**src/rtl/mem_stage_access_ctrl.sv**
```systemverilog
// MEM-stage data-memory access sequencer: req/ack handshake, pipeline stall and halt detection.
// Optional WAIT-state timeout is enabled by defining MEM_TIMEOUT_EN.
module mem_stage_access_ctrl #(
   parameter int unsigned ADDR_W         = 16,
   parameter int unsigned DATA_W         = 16,
   parameter int unsigned TIMEOUT_CYCLES = 255
) (
   input  logic              clk,
   input  logic              rst,
   input  logic              MEM_DMEM_en,
   input  logic              MEM_MemRead,
   input  logic              MEM_MemWrite,
   input  logic              MEM_Hlt,
   input  logic [ADDR_W-1:0] MEM_Fresult,
   input  logic [DATA_W-1:0] MEM_rt_reg_data,
   input  logic              pipe_adv,
   input  logic              dmem_ack,
   input  logic [DATA_W-1:0] dmem_rdata,
   output logic              dmem_req,
   output logic              dmem_we,
   output logic [ADDR_W-1:0] dmem_addr,
   output logic [DATA_W-1:0] dmem_wdata,
   output logic              mem_stall,
   output logic [DATA_W-1:0] mem_rdata,
   output logic              mem_rdata_vld,
   output logic              mem_halted,
   output logic              mem_err
);

   typedef enum logic [1:0] {
      S_IDLE = 2'd0,
      S_WAIT = 2'd1,
      S_DONE = 2'd2,
      S_HALT = 2'd3
   } state_t;

   if (TIMEOUT_CYCLES == 0) begin : g_bad_timeout
      $error("TIMEOUT_CYCLES must be non-zero");
   end

   state_t              r_state, w_state_nxt;
   logic                w_acc;
   logic                w_stall;
   logic                r_req, w_req_nxt;
   logic                r_we, w_we_nxt;
   logic [ADDR_W-1:0]   r_addr, w_addr_nxt;
   logic [DATA_W-1:0]   r_wdata, w_wdata_nxt;
   logic [DATA_W-1:0]   r_rdata, w_rdata_nxt;
   logic                r_vld, w_vld_nxt;
   logic                r_halted, w_halted_nxt;

`ifdef MEM_TIMEOUT_EN
   localparam int unsigned CNT_W = (TIMEOUT_CYCLES > 255) ? $clog2(TIMEOUT_CYCLES + 1) : 8;
   localparam logic [CNT_W-1:0] CNT_LAST = CNT_W'(TIMEOUT_CYCLES - 1);

   logic [CNT_W-1:0]    r_cnt, w_cnt_nxt;
   logic                r_err, w_err_nxt;
`endif

   assign w_acc = MEM_DMEM_en & (MEM_MemRead | MEM_MemWrite);

   // Next-state and next-register values; the stall is the only combinational output
   always_comb begin
      w_state_nxt  = r_state;
      w_stall      = 1'b0;
      w_req_nxt    = r_req;
      w_we_nxt     = r_we;
      w_addr_nxt   = r_addr;
      w_wdata_nxt  = r_wdata;
      w_rdata_nxt  = r_rdata;
      w_vld_nxt    = r_vld;
      w_halted_nxt = r_halted;
`ifdef MEM_TIMEOUT_EN
      w_cnt_nxt    = r_cnt;
      w_err_nxt    = r_err;
`endif
      case (r_state)
         S_IDLE: begin
            w_stall = w_acc;
            if (w_acc) begin
               w_addr_nxt  = MEM_Fresult;
               w_wdata_nxt = MEM_rt_reg_data;
               w_we_nxt    = MEM_MemWrite;
               w_req_nxt   = 1'b1;
               w_state_nxt = S_WAIT;
`ifdef MEM_TIMEOUT_EN
               w_cnt_nxt   = '0;
`endif
            end else if (MEM_Hlt) begin
               w_halted_nxt = 1'b1;
               w_state_nxt  = S_HALT;
            end
         end
         S_WAIT: begin
            w_stall = 1'b1;
            if (dmem_ack) begin
               w_req_nxt   = 1'b0;
               w_state_nxt = S_DONE;
               if (!r_we) begin
                  w_rdata_nxt = dmem_rdata;
                  w_vld_nxt   = 1'b1;
               end
            end
`ifdef MEM_TIMEOUT_EN
            else if (r_cnt == CNT_LAST) begin
               w_req_nxt   = 1'b0;
               w_err_nxt   = 1'b1;
               w_rdata_nxt = '1;
               w_vld_nxt   = ~r_we;
               w_state_nxt = S_DONE;
            end else begin
               w_cnt_nxt = r_cnt + CNT_W'(1);
            end
`endif
         end
         S_DONE: begin
            // Parked here until the pipeline advances so a held instruction is not re-issued
            if (pipe_adv) begin
               w_vld_nxt   = 1'b0;
               w_state_nxt = S_IDLE;
            end
         end
         S_HALT: begin
            w_stall = 1'b1;
         end
         default: begin
            w_state_nxt = S_IDLE;
         end
      endcase
   end

   always_ff @(posedge clk) begin
      if (rst) begin
         r_state  <= S_IDLE;
         r_req    <= 1'b0;
         r_we     <= 1'b0;
         r_addr   <= '0;
         r_wdata  <= '0;
         r_rdata  <= '0;
         r_vld    <= 1'b0;
         r_halted <= 1'b0;
`ifdef MEM_TIMEOUT_EN
         r_cnt    <= '0;
         r_err    <= 1'b0;
`endif
      end else begin
         r_state  <= w_state_nxt;
         r_req    <= w_req_nxt;
         r_we     <= w_we_nxt;
         r_addr   <= w_addr_nxt;
         r_wdata  <= w_wdata_nxt;
         r_rdata  <= w_rdata_nxt;
         r_vld    <= w_vld_nxt;
         r_halted <= w_halted_nxt;
`ifdef MEM_TIMEOUT_EN
         r_cnt    <= w_cnt_nxt;
         r_err    <= w_err_nxt;
`endif
      end
   end

   assign dmem_req      = r_req;
   assign dmem_we       = r_we;
   assign dmem_addr     = r_addr;
   assign dmem_wdata    = r_wdata;
   assign mem_stall     = w_stall;
   assign mem_rdata     = r_rdata;
   assign mem_rdata_vld = r_vld;
   assign mem_halted    = r_halted;
`ifdef MEM_TIMEOUT_EN
   assign mem_err       = r_err;
`else
   assign mem_err       = 1'b0;
`endif

endmodule

```
**config.mk**
```make
export PLATFORM = sky130hd
export DESIGN_NAME = mem_stage_access_ctrl
export DESIGN_NICKNAME = d
export VERILOG_FILES = /design/src/rtl/mem_stage_access_ctrl.sv
export SDC_FILE = /design/constraint.sdc
export NUM_CORES = 1
export LEC_CHECK = 0
export ABC_AREA = 0
export CAP_MARGIN = 10
export CORE_UTILIZATION = 42
export CTS_BUF_LIST = sky130_fd_sc_hd__clkbuf_8 sky130_fd_sc_hd__clkbuf_16
export CTS_CLUSTER_SIZE = 24
export DETAILED_ROUTE_END_ITERATION = 16
export PLACE_DENSITY_LB_ADDON = 0.3
export SLEW_MARGIN = 20
export SYNTH_ARGS = -nofsm -noshare
export SYNTH_HDL_FRONTEND = slang
export SYNTH_SLANG_ARGS = --single-unit
```
**constraint.sdc**
```tcl
create_clock -name clk -period 4.5 [get_ports clk]
set_clock_uncertainty 0.05 [all_clocks]
set_input_delay 1.125 -clock clk [delete_from_list [all_inputs] [get_ports clk]]
set_output_delay 1.125 -clock clk [all_outputs]
set_load 0.02 [all_outputs]
```
==> results.md, run 1 <==
| Metric | Value |
|:---|:---|
| Hold Crit Depth | 2 |
| Clock tree from TritonCTS | done |
| Share of layout cells above drive strength 1 | 4.46% |
| Commonest cells after routing, fill and taps aside | 107 x sky130_fd_sc_hd__clkdlybuf4s50_1, 102 x sky130_fd_sc_hd__nand2_1, 54 x sky130_fd_sc_hd__dfxtp_1 |
| Routability congestion estimate | 0.793 |
| Number of instances resized during post-cts repair | 0 |
| Achievable Freq | 0.262 GHz |
| Port buffer count | 108 |
| Post-layout power | 1.44 mW |
| DRC errors left | 0 |
| Total global-route track usage | 18.8% |
| Start-to-end type of the worst setup path | in2out |
| Layout fillers | 402 |
| Finished layout cell area | 3250 um^2 |
| Number of setup violations in the final report | 0 |
| Run status | complete, no violations |
| P per Cell Area | 443 nW/um^2 |
| Setup repair after global routing missed its margin | false |
| HPWL Detailed | 3.55 mm |
| Number of different library cells in the post-synthesis netlist | 27 |
| Overflow left after global routing | 0 |
| # IOs | 110 |
| Post-Syn Area per Cell | 8.06 um^2 |
| Clock-pin slew of the registers on the worst-case setup and hold paths | 90 ps |
| Final worst path period share | 84.7% |
| Number of clock buffers inserted by TritonCTS | 5 |
| Core area | 4750 um^2 |
| Worst Tran Pin Value | 999 ps |
| Max Cap Viol | 0 |
| Critical path data required time | 3320 ps |
| Synthesized net count | 319 |
| Wirelength, routed | 5.12 mm |
| Largest buffer count on any clock path | 2 |
| Final layout net count | 419 |
| Die Footprint | 5240 um^2 |
| Slew headroom | 33.4% |
| Detailed-route wire length per cell | 12.0 um |
| Crit path launch type | input port |
| Skew-Pair Late Insertion Delay | 300 ps |
| Setup WS post-layout | 690 ps |
| Pin count of the biggest net entering global routing | 57 |
| Min cycle time layout | 3810 ps |
| Number of global-route vias before repair | 1741 |
| Clock Sink Count | 54 |
| FP Rows | 25 |
| Most frequent standard cell in the layout excluding fill and tap cells | sky130_fd_sc_hd__clkdlybuf4s50_1 |
| Largest fanout on the critical path | 4 |
| Hold buffer count at cts | 0 |
| Place WS | 690 ps |
| Global-route wire length before repair | 7.73 mm |
| Total placed instance area | 3140 um^2 |
| Vert. Die Dim | 72.4 um |
| Die Span X | 72.4 um |
| Netlist area before placement | 2080 um^2 |
| CP endpoint kind | output pin |
| Class of the most critical hold timing path | reg2reg |
| Antenna diodes | 0 |
| Setup TNS | 0 ps |
| Count of yosys warnings during synthesis | 0 |
| Number of instances in the synthesized netlist | 258 |
| Post-DRT Antenna Nets | 0 |
| Clock tree root buffer cell | sky130_fd_sc_hd__clkbuf_8 |
| H-tree depth reported by CTS | 2 |
| Area used by multi-input combinational logic | 872 um^2 |
| Initial Utilization | 43.7% |
| Slew Viols, Final | 0 |
| Via density | 4.63 |
| Worst R2R Path Depth | 6 |
| Peak supply drop | 233 uV |
| Setup repair bufs after CTS | 0 |
| Via count | 1974 |
| Worst path arrival time | 2640 ps |
| Starting DRC count in detailed routing | 127 |
| Portion of the post-synthesis area used by sequential elements | 52.0% |
| Initial antenna violation count | 0 |
| Storage cell area | 1080 um^2 |
| Fin. Hold Viols | 0 |
| Leakage | 1.18 nW |
| Iteration count of the initial detailed-routing pass | 4 |
| Area Growth Syn to Fin | 56.3% |
| Count of state elements after synthesis | 54 |
==> sequential cells by signal, summed over array words and instances (netlist names) <==
signal,flops
r_state,2
dmem_we,1
dmem_wdata,16
dmem_req,1
mem_rdata_vld,1
mem_rdata,16
dmem_addr,16
mem_halted,1
==> final cells by class <==
type | count | area share, %
clock buffers | 5 | 2.12
inverters | 4 | 0.462
well taps | 67 | 2.58
clock inverters | 3 | 1.16
multi-input cells | 183 | 26.8
flip-flops and latches | 54 | 33.3
repair buffers | 110 | 33.6
==> power by group <==
part	switching, mW	total, mW	internal (mW)
combinational	0.286	0.536	0.250
clock	0.148	0.310	0.162
sequential	0.0422	0.594	0.551
total	0.476	1.44	0.964
==> routing by layer <==
layer  GRT usage (%)  wire length, um  part of all wire (%)
met1            21.8             2290                    45
met2            33.0             2440                    48
met4            5.23               48                  0.94
met5               0                0                     0
met3            5.97              334                   6.5
==> cell usage after synthesis, drive strengths merged <==
master	number	area, um^2
nand2	103	389
dfxtp	54	1080
a21oi	52	260
buf	16	108
nor2	7	33.8
ha	5	62.6
inv	4	15.0
o21ai	4	23.8
a211oi	1	12.5
a311oi	1	8.76
a31oi	1	6.26
and2	1	6.26
clkbuf	1	3.75
conb	1	3.75
mux2	1	15.0
mux2i	1	10.0
nand2b	1	6.26
nand3b	1	11.3
nor2b	1	6.26
o211ai	1	7.51
o21a	1	8.76
==> critical path, cell delays in order <==
cell                              delay (ps)
sky130_fd_sc_hd__clkdlybuf4s50_1         500
sky130_fd_sc_hd__o21a_2                  190
sky130_fd_sc_hd__nand2_2                  60
sky130_fd_sc_hd__a21oi_1                 140
sky130_fd_sc_hd__clkdlybuf4s50_1         620
==> worst paths after layout <==
path | from | endpoint | slack (ps)
min reg2reg | dmem_wdata[6]$_SDFFE_PP0P_ | dmem_wdata[6]$_SDFFE_PP0P_ | 410
max | MEM_MemWrite | mem_stall | 690
min | dmem_wdata[6]$_SDFFE_PP0P_ | dmem_wdata[6]$_SDFFE_PP0P_ | 410
max reg2reg | r_state[1]$_SDFFE_PP0P_ | mem_rdata_vld$_SDFFE_PP0P_ | 2750
==> metrics by stage <==
step | hold slack [ps] | utilization, % | std cells
2_1_floorplan | 450 | - | 258
3_3_place_gp | 391 | 66.1 | 418
3_5_place_dp | 396 | 66.1 | 418
4_1_cts | 408 | 68.3 | 426
5_1_grt | 424 | 68.3 | 426
6_report | 406 | 68.3 | 426
==> kinds of logic (layout without fill, tap and decap cells) <==
kind of cell | after synthesis | count (layout) | share of synthesized area [%]
buffers and inverters | 21 | 122 | 6.08
multiplexers | 2 | 2 | 1.20
adder cells (fa/ha/maj) | 5 | 5 | 3.01
other | 1 | 1 | 0.180
AO/OA/AOI/OAI | 61 | 61 | 15.8
flip-flops | 54 | 54 | 52.0
AND/OR/NAND/NOR | 114 | 114 | 21.8
No activity file was read; power rests on OpenSTA's default activity.
==> run 2: changes to the inputs <==
--- a/config.mk
+++ b/config.mk
@@ -7,7 +7,7 @@
 export LEC_CHECK = 0
 export ABC_AREA = 0
 export CAP_MARGIN = 10
-export CORE_UTILIZATION = 42
+export CORE_UTILIZATION = 39
 export CTS_BUF_LIST = sky130_fd_sc_hd__clkbuf_8 sky130_fd_sc_hd__clkbuf_16
 export CTS_CLUSTER_SIZE = 24
 export DETAILED_ROUTE_END_ITERATION = 16
==> constraint.sdc (replaced) <==
create_clock -name clk -period 3.9 [get_ports clk]
set_clock_uncertainty 0.05 [all_clocks]
set_input_delay 0.975 -clock clk [delete_from_list [all_inputs] [get_ports clk]]
set_output_delay 0.975 -clock clk [all_outputs]
set_load 0.02 [all_outputs]
==> results.md, run 2 (synthesis results as in run 1) <==
| Metric | Value | Change |
|:---|:---|:---|
| Storage cell area | 1080 um^2 | unchanged |
| Layout fillers | 498 | was 402 |
| # IOs | 110 | unchanged |
| Clock tree root buffer cell | sky130_fd_sc_hd__clkbuf_8 | unchanged |
| Slew headroom | 65.4% | was 33.4% |
| Number of instances resized during post-cts repair | 0 | unchanged |
| Core area | 5110 um^2 | was 4750 um^2 |
| Start-to-end type of the worst setup path | in2out | unchanged |
| Die Span X | 75.0 um | was 72.4 um |
| Largest buffer count on any clock path | 2 | unchanged |
| Biggest cell delay along the critical path | 620 ps | about the same |
| Place WS | 373 ps | was 690 ps |
| CP endpoint kind | output pin | unchanged |
| Leakage | 1.18 nW | about the same |
| Run status | complete, no violations | unchanged |
| Peak supply drop | 279 uV | was 233 uV |
| Fin. Hold Viols | 0 | unchanged |
| Post-Route Utilization | 63.8% | was 68.3% |
| Switching Power | 0.546 mW | was 0.476 mW |
| Die Footprint | 5630 um^2 | was 5240 um^2 |
| P per Cell Area | 508 nW/um^2 | was 443 nW/um^2 |
| Port buffer count | 108 | unchanged |
| Net switching share of the total power | 32.9% | was 33.1% |
| Part of the power in the clock network | 21.3% | was 21.5% |
| Via count | 1986 | was 1974 |
| Most frequent standard cell in the layout excluding fill and tap cells | sky130_fd_sc_hd__clkdlybuf4s50_1 | unchanged |
| Worst Tran Pin Value | 518 ps | was 999 ps |
| Pin count of the biggest net entering global routing | 34 | was 57 |
| Max Cap Viol | 0 | unchanged |
| FP Rows | 26 | was 25 |
| Wirelength, routed | 5.14 mm | was 5.12 mm |
| Slew Viols, Final | 0 | unchanged |
| Setup TNS | 0 ps | unchanged |
| Setup repair bufs after CTS | 0 | unchanged |
| Overflow left after global routing | 0 | unchanged |
| Area used by multi-input combinational logic | 872 um^2 | unchanged |
| Clock Sink Count | 54 | unchanged |
| Final worst path period share | 90.2% |  |
| Number of global-route vias before repair | 1772 | was 1741 |
| Iteration count of the initial detailed-routing pass | 3 | was 4 |
| Commonest cells after routing, fill and taps aside | 107 x sky130_fd_sc_hd__clkdlybuf4s50_1, 102 x sky130_fd_sc_hd__nand2_1, 54 x sky130_fd_sc_hd__dfxtp_1 | unchanged |
| HPWL Detailed | 3.70 mm | was 3.55 mm |
| Detailed-route wire length per cell | 11.9 um | was 12.0 um |
| Clock tree from TritonCTS | done | unchanged |
| Share of layout cells above drive strength 1 | 4.72% | was 4.46% |
| Initial Utilization | 40.7% | was 43.7% |
| Hold buffer count at cts | 0 | unchanged |
| Initial antenna violation count | 0 | unchanged |
| Portion of total power attributed to combinational logic | 37.4% | was 37.2% |
| Internal power component | 1.11 mW | was 0.964 mW |
| Routability congestion estimate | 0.802 | was 0.793 |
| Via density | 4.62 | was 4.63 |
| Standard cell with the maximum stage delay on the critical path | sky130_fd_sc_hd__clkdlybuf4s50_1 | unchanged |
| Hold Slack | 406 ps | about the same |
| Min cycle time layout | 3520 ps |  |
| Proportion of power drawn by flip-flops and latches | 41.3% | was 41.2% |
| Antenna diodes | 0 | unchanged |
| Critical path data required time | 2870 ps | was 3320 ps |
| Vert. Die Dim | 75.0 um | was 72.4 um |
| DRC errors left | 0 | unchanged |
| H-tree depth reported by CTS | 2 | unchanged |
| Skew-Pair Late Insertion Delay | 290 ps | was 300 ps |
| Crit path launch type | input port | unchanged |
| Starting DRC count in detailed routing | 75 | was 127 |
| Post-DRT Antenna Nets | 0 | unchanged |
| Final layout net count | 420 | was 419 |
| Largest fanout on the critical path | 4 | unchanged |
| Class of the most critical hold timing path | reg2reg | unchanged |
| Worst path arrival time | 2490 ps | was 2640 ps |
| Total global-route track usage | 17.8% | was 18.8% |
| Clock-pin slew of the registers on the worst-case setup and hold paths | 90 ps | about the same |
| Number of setup violations in the final report | 0 | unchanged |
| Setup WS post-layout | 384 ps | was 690 ps |
| Global-route wire length before repair | 7.82 mm | was 7.73 mm |
| Cell type with the highest occurrence count on the critical path | sky130_fd_sc_hd__clkdlybuf4s50_1 | unchanged |
| Number of clock buffers inserted by TritonCTS | 5 | unchanged |
| Area Growth Syn to Fin | 56.8% | was 56.3% |
| Critical path, cell by cell | clkdlybuf4s50_1 -> o21a_2 -> nand2_2 -> a21oi_1 -> clkdlybuf4s50_1 | unchanged |
| Achievable Freq | 0.284 GHz |  |
| Setup repair after global routing missed its margin | false | unchanged |
run 2: cell count changes in the layout (fill, tap and decap cells not counted), sizes merged:
cell  delta
buf      +1
run 2: worst paths after layout:
check,start,endpoint,slack [ps],cells after the start
hold / removal,mem_rdata[6]$_SDFFE_PP0P_,mem_rdata[6]$_SDFFE_PP0P_,410,2
setup / recovery,MEM_MemWrite,mem_stall,380,5
setup reg to reg,r_state[1]$_SDFFE_PP0P_,mem_rdata_vld$_SDFFE_PP0P_,2150,6
hold reg to reg,mem_rdata[6]$_SDFFE_PP0P_,mem_rdata[6]$_SDFFE_PP0P_,410,2
run 2: metal layers:
metal / track usage [%] / wire length [um] / vias to the layer above
li1: - / - / 1025
met4: 3.35 / 29 / 0
met5: 0 / 0 / -
met1: 21.7 / 2180 / 896
met3: 6.29 / 398 / 2
met2: 30.6 / 2530 / 63
run 2: cell type report:
type                       count  area share [%]
sequential                    54            33.2
tap                           70            2.69
clock inverter                 3            1.15
inverter                       4           0.460
clock buffer                   5            2.11
timing repair buffer         111            33.7
multi-input combinational    183            26.7
run 2: critical path, delay by kind of cell:
family                 cells  cell delay, ps
buffers and inverters      2            1110
AOI/OAI and AO/OA          2             330
and+or+nand+nor            1              60
run 2: power by group through the flow:
stage                     combinational [mW]  sequential (mW)  clock (mW)
final                                  0.621            0.684       0.353
after global routing                   0.678            0.696       0.390
after CTS                              0.630            0.685       0.365
after detailed placement               0.628            0.697           0
after global placement                 0.618            0.693           0
after floorplan                        0.283            0.788           0
run 2: metrics by stage:
stage / power, mW / std cells / area, um^2
after detailed placement: 1.33 / 422 / 3150
after global routing: 1.76 / 430 / 3260
after global placement: 1.31 / 422 / 3150
final: 1.66 / 430 / 3260
after floorplan: 1.07 / 258 / 2080
after CTS: 1.68 / 430 / 3260
==> run 3: changes to the inputs <==
--- a/config.mk
+++ b/config.mk
@@ -6,6 +6,7 @@
 export NUM_CORES = 1
 export LEC_CHECK = 0
 export ABC_AREA = 0
+export ABC_CLOCK_PERIOD_IN_PS = 3900
 export CAP_MARGIN = 10
 export CORE_UTILIZATION = 39
 export CTS_BUF_LIST = sky130_fd_sc_hd__clkbuf_8 sky130_fd_sc_hd__clkbuf_16
==> results of run 3 <==
No change in the layout: final DEF, timing and power equal those of run 2.
